### src/rtl/endgame_banner_pkg.sv
// Shared types, character codes and the fixed message table for the end-of-game banner.
package endgame_banner_pkg;

    localparam int unsigned GLYPH_W   = 5;
    localparam int unsigned GLYPH_H   = 7;
    // Slots per message table entry; shorter messages are padded with blanks.
    localparam int unsigned MSG_SLOTS = 8;

    typedef enum logic [5:0] {
        ChBlank,
        ChA, ChB, ChC, ChD, ChE, ChF, ChG, ChH, ChI, ChJ, ChK, ChL, ChM,
        ChN, ChO, ChP, ChQ, ChR, ChS, ChT, ChU, ChV, ChW, ChX, ChY, ChZ,
        Ch0, Ch1, Ch2, Ch3, Ch4, Ch5, Ch6, Ch7, Ch8, Ch9
    } char_e;

    typedef enum logic [1:0] {
        MsgEnd,
        MsgP1Win,
        MsgP2Win,
        MsgPause
    } msg_e;

    typedef enum logic [1:0] {
        StIdle,
        StReveal,
        StShow
    } state_e;

    // Number of characters in a message, blanks inside the text included.
    function automatic logic [3:0] msg_len(msg_e sel);
        case (sel)
            MsgEnd:   return 4'd3;
            MsgP1Win: return 4'd6;
            MsgP2Win: return 4'd6;
            default:  return 4'd5;
        endcase
    endfunction

    // Character code at position idx of the selected message.
    function automatic char_e msg_char(msg_e sel, int unsigned idx);
        char_e row [MSG_SLOTS];
        case (sel)
            MsgEnd:   row = '{ChE, ChN, ChD, ChBlank, ChBlank, ChBlank, ChBlank, ChBlank};
            MsgP1Win: row = '{ChP, Ch1, ChBlank, ChW, ChI, ChN, ChBlank, ChBlank};
            MsgP2Win: row = '{ChP, Ch2, ChBlank, ChW, ChI, ChN, ChBlank, ChBlank};
            default:  row = '{ChP, ChA, ChU, ChS, ChE, ChBlank, ChBlank, ChBlank};
        endcase
        if (idx >= MSG_SLOTS) begin
            return ChBlank;
        end
        return row[idx[2:0]];
    endfunction

endpackage

### src/rtl/endgame_banner_glyph_rom.sv
// Combinational 5x7 font: (code, row, col) -> pixel bit, row 0 at top, MSB = leftmost column.
module banner_glyph_rom
    import endgame_banner_pkg::*;
(
    input  logic [5:0] code,
    input  logic [2:0] row,
    input  logic [2:0] col,
    output logic       pixel
);

    logic [34:0] glyph;
    logic [5:0]  pos;

    // Glyph lookup; each literal lists the seven rows top to bottom.
    always_comb begin
        glyph = '0;
        case (char_e'(code))
            ChA: glyph = 35'b01110_10001_10001_11111_10001_10001_10001;
            ChB: glyph = 35'b11110_10001_10001_11110_10001_10001_11110;
            ChC: glyph = 35'b01110_10001_10000_10000_10000_10001_01110;
            ChD: glyph = 35'b11110_10001_10001_10001_10001_10001_11110;
            ChE: glyph = 35'b11111_10000_10000_11110_10000_10000_11111;
            ChF: glyph = 35'b11111_10000_10000_11110_10000_10000_10000;
            ChG: glyph = 35'b01110_10001_10000_10111_10001_10001_01111;
            ChH: glyph = 35'b10001_10001_10001_11111_10001_10001_10001;
            ChI: glyph = 35'b01110_00100_00100_00100_00100_00100_01110;
            ChJ: glyph = 35'b00111_00010_00010_00010_00010_10010_01100;
            ChK: glyph = 35'b10001_10010_10100_11000_10100_10010_10001;
            ChL: glyph = 35'b10000_10000_10000_10000_10000_10000_11111;
            ChM: glyph = 35'b10001_11011_10101_10101_10001_10001_10001;
            ChN: glyph = 35'b10001_10001_11001_10101_10011_10001_10001;
            ChO: glyph = 35'b01110_10001_10001_10001_10001_10001_01110;
            ChP: glyph = 35'b11110_10001_10001_11110_10000_10000_10000;
            ChQ: glyph = 35'b01110_10001_10001_10001_10101_10010_01101;
            ChR: glyph = 35'b11110_10001_10001_11110_10100_10010_10001;
            ChS: glyph = 35'b01111_10000_10000_01110_00001_00001_11110;
            ChT: glyph = 35'b11111_00100_00100_00100_00100_00100_00100;
            ChU: glyph = 35'b10001_10001_10001_10001_10001_10001_01110;
            ChV: glyph = 35'b10001_10001_10001_10001_10001_01010_00100;
            ChW: glyph = 35'b10001_10001_10001_10101_10101_10101_01010;
            ChX: glyph = 35'b10001_10001_01010_00100_01010_10001_10001;
            ChY: glyph = 35'b10001_10001_01010_00100_00100_00100_00100;
            ChZ: glyph = 35'b11111_00001_00010_00100_01000_10000_11111;
            Ch0: glyph = 35'b01110_10001_10011_10101_11001_10001_01110;
            Ch1: glyph = 35'b00100_01100_00100_00100_00100_00100_01110;
            Ch2: glyph = 35'b01110_10001_00001_00010_00100_01000_11111;
            Ch3: glyph = 35'b11111_00010_00100_00010_00001_10001_01110;
            Ch4: glyph = 35'b00010_00110_01010_10010_11111_00010_00010;
            Ch5: glyph = 35'b11111_10000_11110_00001_00001_10001_01110;
            Ch6: glyph = 35'b00110_01000_10000_11110_10001_10001_01110;
            Ch7: glyph = 35'b11111_00001_00010_00100_01000_01000_01000;
            Ch8: glyph = 35'b01110_10001_10001_01110_10001_10001_01110;
            Ch9: glyph = 35'b01110_10001_10001_01111_00001_00010_01100;
            default: glyph = '0;
        endcase
    end

    // Bit select; out-of-range row/col read dark instead of aliasing into the next row.
    always_comb begin
        pos   = 6'(row) * 6'(GLYPH_W) + 6'(col);
        pixel = 1'b0;
        if ((32'(row) < GLYPH_H) && (32'(col) < GLYPH_W)) begin
            pixel = glyph[6'd34 - pos];
        end
    end

endmodule

### src/rtl/endgame_banner.sv
// Animated end-of-game banner: typewriter reveal, blink, two-stage pixel pipeline.
module endgame_banner
    import endgame_banner_pkg::*;
#(
    parameter int unsigned MAX_CHARS     = 8,
    parameter int unsigned SCALE_LOG2    = 2,
    parameter int unsigned PITCH_LOG2    = 5,
    parameter int unsigned REVEAL_FRAMES = 8,
    parameter int unsigned BLINK_FRAMES  = 30
) (
    input  logic       clk,
    input  logic       reset,
    input  logic       start,
    input  logic       clear,
    input  logic [1:0] msg_sel,
    input  logic       frame_tick,
    input  logic [9:0] start_x,
    input  logic [9:0] start_y,
    input  logic [9:0] x,
    input  logic [9:0] y,
    output logic       display,
    output logic       busy,
    output logic       done
);

    localparam int unsigned RevW      = $clog2(MAX_CHARS + 1);
    localparam int unsigned MaxFrames = (BLINK_FRAMES > REVEAL_FRAMES) ? BLINK_FRAMES
                                                                       : REVEAL_FRAMES;
    localparam int unsigned FrameW    = (MaxFrames > 1) ? $clog2(MaxFrames) : 1;
    localparam int unsigned GcolW     = PITCH_LOG2 - SCALE_LOG2;
    localparam int unsigned IdxW      = 11 - PITCH_LOG2;
    localparam logic [10:0] SpanY     = 11'(GLYPH_H << SCALE_LOG2);

    state_e            state_q, state_d;
    msg_e              msg_q, msg_d;
    logic [RevW-1:0]   reveal_cnt_q, reveal_cnt_d;
    logic [FrameW-1:0] frame_cnt_q, frame_cnt_d;
    logic              blink_on_q, blink_on_d;
    logic [RevW-1:0]   cur_len;

    // Clamp table length to MAX_CHARS so a narrow build never over-counts the reveal.
    always_comb begin
        cur_len = RevW'(msg_len(msg_q));
        if (32'(msg_len(msg_q)) > MAX_CHARS) begin
            cur_len = RevW'(MAX_CHARS);
        end
    end

    // State register and animation counters.
    always_ff @(posedge clk) begin
        if (reset) begin
            state_q      <= StIdle;
            msg_q        <= MsgEnd;
            reveal_cnt_q <= '0;
            frame_cnt_q  <= '0;
            blink_on_q   <= 1'b1;
        end else begin
            state_q      <= state_d;
            msg_q        <= msg_d;
            reveal_cnt_q <= reveal_cnt_d;
            frame_cnt_q  <= frame_cnt_d;
            blink_on_q   <= blink_on_d;
        end
    end

    // Next-state: clear beats start, start restarts from any state, ticks advance the animation.
    always_comb begin
        state_d      = state_q;
        msg_d        = msg_q;
        reveal_cnt_d = reveal_cnt_q;
        frame_cnt_d  = frame_cnt_q;
        blink_on_d   = blink_on_q;
        if (clear) begin
            state_d      = StIdle;
            reveal_cnt_d = '0;
            frame_cnt_d  = '0;
            blink_on_d   = 1'b1;
        end else if (start) begin
            state_d      = StReveal;
            msg_d        = msg_e'(msg_sel);
            reveal_cnt_d = '0;
            frame_cnt_d  = '0;
            blink_on_d   = 1'b1;
        end else if (frame_tick) begin
            case (state_q)
                StReveal: begin
                    if (frame_cnt_q == FrameW'(REVEAL_FRAMES - 1)) begin
                        frame_cnt_d  = '0;
                        reveal_cnt_d = reveal_cnt_q + 1'b1;
                        if (reveal_cnt_d == cur_len) begin
                            state_d    = StShow;
                            blink_on_d = 1'b1;
                        end
                    end else begin
                        frame_cnt_d = frame_cnt_q + 1'b1;
                    end
                end
                StShow: begin
                    if (frame_cnt_q == FrameW'(BLINK_FRAMES - 1)) begin
                        frame_cnt_d = '0;
                        blink_on_d  = ~blink_on_q;
                    end else begin
                        frame_cnt_d = frame_cnt_q + 1'b1;
                    end
                end
                default: ;
            endcase
        end
    end

    // Status outputs decoded from the current state.
    always_comb begin
        busy = (state_q == StReveal);
        done = (state_q == StShow);
    end

    logic [10:0]      dx, dy, span_x;
    logic             in_region_d, in_region_q;
    logic             col_ok_d, col_ok_q;
    logic [IdxW-1:0]  char_idx_d, char_idx_q;
    logic [GcolW-1:0] gcol_d, gcol_q;
    logic [2:0]       grow_d, grow_q;
    logic             display_d;
    logic             rom_bit;
    char_e            char_code;

    // Stage 1 geometry: 11-bit offsets, and the x>=/y>= terms keep off-screen overhang from wrapping.
    always_comb begin
        dx          = {1'b0, x} - {1'b0, start_x};
        dy          = {1'b0, y} - {1'b0, start_y};
        span_x      = 11'(cur_len) << PITCH_LOG2;
        in_region_d = (x >= start_x) && (y >= start_y) && (dx < span_x) && (dy < SpanY);
        char_idx_d  = dx[10:PITCH_LOG2];
        gcol_d      = dx[PITCH_LOG2-1:SCALE_LOG2];
        col_ok_d    = (gcol_d < GcolW'(GLYPH_W));
        grow_d      = dy[SCALE_LOG2 +: 3];
    end

    assign char_code = msg_char(msg_q, 32'(char_idx_q));

    banner_glyph_rom u_glyph_rom (
        .code  (char_code),
        .row   (grow_q),
        .col   (gcol_q[2:0]),
        .pixel (rom_bit)
    );

    // Stage 2 combine: animation state is taken live here rather than carried down the pipe.
    always_comb begin
        display_d = in_region_q && col_ok_q && (32'(char_idx_q) < 32'(reveal_cnt_q)) &&
                    blink_on_q && rom_bit && (state_q != StIdle);
    end

    // Pixel pipeline registers.
    always_ff @(posedge clk) begin
        if (reset) begin
            in_region_q <= 1'b0;
            col_ok_q    <= 1'b0;
            char_idx_q  <= '0;
            gcol_q      <= '0;
            grow_q      <= '0;
            display     <= 1'b0;
        end else begin
            in_region_q <= in_region_d;
            col_ok_q    <= col_ok_d;
            char_idx_q  <= char_idx_d;
            gcol_q      <= gcol_d;
            grow_q      <= grow_d;
            display     <= display_d;
        end
    end

endmodule

### config.mk
export PLATFORM = sky130hd
export DESIGN_NAME = endgame_banner
export DESIGN_NICKNAME = d
export VERILOG_FILES = /design/src/rtl/endgame_banner_pkg.sv /design/src/rtl/endgame_banner_glyph_rom.sv /design/src/rtl/endgame_banner.sv
export SDC_FILE = /design/constraint.sdc
export NUM_CORES = 1
export LEC_CHECK = 0
export ABC_AREA = 1
export CAP_MARGIN = 20
export CORE_MARGIN = 4
export CORE_UTILIZATION = 35
export DETAILED_ROUTE_END_ITERATION = 8
export PLACE_DENSITY = 0.63
export SYNTH_ARGS = -nofsm -noshare
export SYNTH_HDL_FRONTEND = slang
export SYNTH_SLANG_ARGS = --single-unit
### constraint.sdc
create_clock -name clk -period 7.3 [get_ports clk]
set_input_delay 1.095 -clock clk [delete_from_list [all_inputs] [get_ports clk]]
set_output_delay 1.095 -clock clk [all_outputs]
set_load 0.05 [all_outputs]
==> run metrics <==
Most used DFF post-synth dfxtp_1; first-pass detailed-route iteration total 5; post-cts resize count 0; Pwr per Cell Area 223 mW/mm^2; number of synthesized register bits 29; sum of overflow across all layers after global routing 0; count of input and output buffers 49; RSZ-0062 raised after global routing false; aggregate global-route resource usage 16.8%; via density per instance 5.21; first-pass GRT wire length 18,400 um; Overall Power 1050 uW; total die area 0.0132 mm^2; clock period minus worst slack 3.69 ns; post-CTS setup buffers 0; cell type with the largest total area after synthesis ha_1; Worst setup SP type input pin; hold crit path type reg -> reg; upper clock frequency limit 271 MHz; total of warnings raised by yosys 0; total nets after synthesis 759; Netlist cell types 40; netlist area before placement 0.00399 mm^2; clock transition at the registers of the reported paths 0.05 ns; topmost layer with routed signal wires met4; Max-cap violations 0; routability-driven placement congestion ratio 0.914; antenna-violating nets left 0; length of routed met3 wiring 857 um; peak supply drop 0.105 mV; number of buffers between clock root and the deepest sink 2; transition time at the pin with the least slew margin 0.637 ns; main area contributors after synthesis ha_1 16%, nand2_1 16%, dfxtp_1 15%, nand3_1 13%, inv_1 9.0%; layout overhead on the synthesized area 17.7%; diodes inserted 0; maximum number of pins on one net before global-route repair 37; floorplan die height 115 um; Met1 Wirelength 4970 um; Starting Density 36.4%; starting DRC count in detailed routing 375; clock buffer count from CTS 5; Net count, final 794; post-route standard cell area excluding fillers 0.00470 mm^2; relative slew slack 57.5%; horizontal die dimension 115 um; register area share after synthesis 14.5%; Setup crit end kind flop; Setup TNS Final 0 ns; Site Rows 38; pins over their slew limit 0; layout cells sized above 1 4.61%; post-detail-place hpwl 8460 um; number of H-tree levels 2; clock tree from TritonCTS yes; Final Hold Vio Count 0; TritonCTS Sinks 29; post-synthesis async set-or-reset flop share 0%; Leak Pwr 0.00232 uW; Routed met2 length 4970 um; critical path peak fanout 3; WL/cell 13.3 um; setup clock skew after layout 0.00782 ns; status complete, no violations; synthesized area per cell 6.07 um^2; post-detailed-route DRC marker count 0; post-route clock period utilization 50.5%; Gate Count Post-Synth 658; clock insertion delay at the later pin of the skew report 0.28 ns; number of enable-type register cells in the synthesized netlist 0; placeable core region 0.0110 mm^2; Vias 4,343; vias in the first global route 4,102; hold buffer count at cts 0; CP Class in -> reg; count of boundary I/O pins 50; clock root buffer clkbuf_16; fraction of post-synthesis cell area in the top cell type by area 16.3%; required time of the worst setup path 7.51 ns; Routed WL 11,100 um; data arrival time of the critical path 3.90 ns; initial antenna violation count 0; total placed instance area 0.00452 mm^2; setup-violating endpoint count in the final report 0
-- where the power goes --
part | total, uW | switching (uW) | internal (uW)
Sequential | 179 | 10.0 | 169
Combinational | 627 | 411 | 216
Clock | 240 | 70.5 | 170
-- final cells by class --
cell class | count | area (um^2)
clock buffers | 6 | 139
clock inverters | 2 | 37.5
fillers | 1157 | 6280
inverters | 103 | 389
multi-input cells | 503 | 2870
flip-flops and latches | 29 | 581
well taps | 140 | 175
repair buffers | 51 | 505
-- state kept, by name (all words and copies together) (netlist names) --
register,count
display,1
msg_q,2
in_region_q,1
char_idx_q,6
frame_cnt_q,5
state_q,2
reveal_cnt_q,4
gcol_q,3
col_ok_q,1
blink_on_q,1
grow_q,3
-- cells in the mapped netlist, types with 2 or more instances --
library cell,count
nand2_1,169
nand3_1,105
inv_1,96
ha_1,52
a21oi_1,39
nor2_1,37
dfxtp_1,29
nand4_1,18
o21ai_0,18
xor2_1,9
xnor2_1,8
buf_2,6
clkbuf_1,6
nor3_1,6
buf_4,5
buf_6,5
inv_2,5
nand3_2,5
a211oi_1,4
o211ai_1,4
nand2_2,3
nand3b_1,3
o21ai_1,3
o21bai_1,3
fa_1,2
nand4_2,2
nor2_2,2
or2_2,2
-- per-layer routing --
layer | up-vias | GRT usage, %
li1 | 2220 | -
met1 | 1920 | 21.3
met2 | 179 | 27.8
met3 | 24 | 3.32
met4 | 0 | 7.04
met5 | - | 0
-- placed cells by master (no fill, tap or decap), drive strengths merged, types with 3 or more instances in the layout --
cell type,Yosys,layout
nand2,172,172
nand3,110,110
inv,102,102
ha,52,52
clkdlybuf4s50,0,49
a21oi,40,40
nor2,39,39
dfxtp,29,29
o21ai,22,22
nand4,20,20
xor2,9,9
xnor2,8,8
nor3,6,6
clkbuf,6,6
a211oi,4,4
o211ai,4,4
o21bai,3,3
nand3b,3,3
-- cell families after synthesis --
group	Yosys count	share of synthesized area, %
fa+ha+maj	54	17.3
xor+xnor	17	3.73
flops	29	14.5
buf+inv	126	13.5
compound gates	78	11.0
simple gates	354	40.0
-- worst max-delay path: stages --
cell and delay (ns):
clkdlybuf4s50_1 0.46, inv_1 0.04, ha_1 0.27, inv_1 0.04, o21bai_1 0.19, a21oi_1 0.13
o21bai_1 0.21, nand2_1 0.08, nand2_1 0.08, nand2_1 0.06, nand2_1 0.07, nand2_1 0.07
nand2_1 0.11, xor2_1 0.10, ha_1 0.21, nor2_1 0.09, nand3_1 0.08, nor2_1 0.11
nand4_1 0.10, a21oi_1 0.13, nand4_1 0.09, nor2_1 0.08
-- stage by stage --
step	utilization, %	setup slack [ns]	hold WS, ns	instances
finish	42.8	3.61	0.509	834
global route	42.8	3.26	0.535	834
CTS	42.8	3.59	0.515	834
detailed placement	41.2	3.32	0.509	826
global placement	41.2	3.44	0.492	826
floorplan	-	4.10	0.459	658
-- final timing paths --
path / from / end / slack [ns] / cells after the start
setup / recovery: start_x[1] / in_region_q / 3.61 / 22
hold / removal: reveal_cnt_q[1] / reveal_cnt_q[1] / 0.51 / 2
setup reg to reg: msg_q[1] / display / 3.66 / 23
hold reg to reg: reveal_cnt_q[1] / reveal_cnt_q[1] / 0.51 / 2
(Power assumes the default switching activity.)
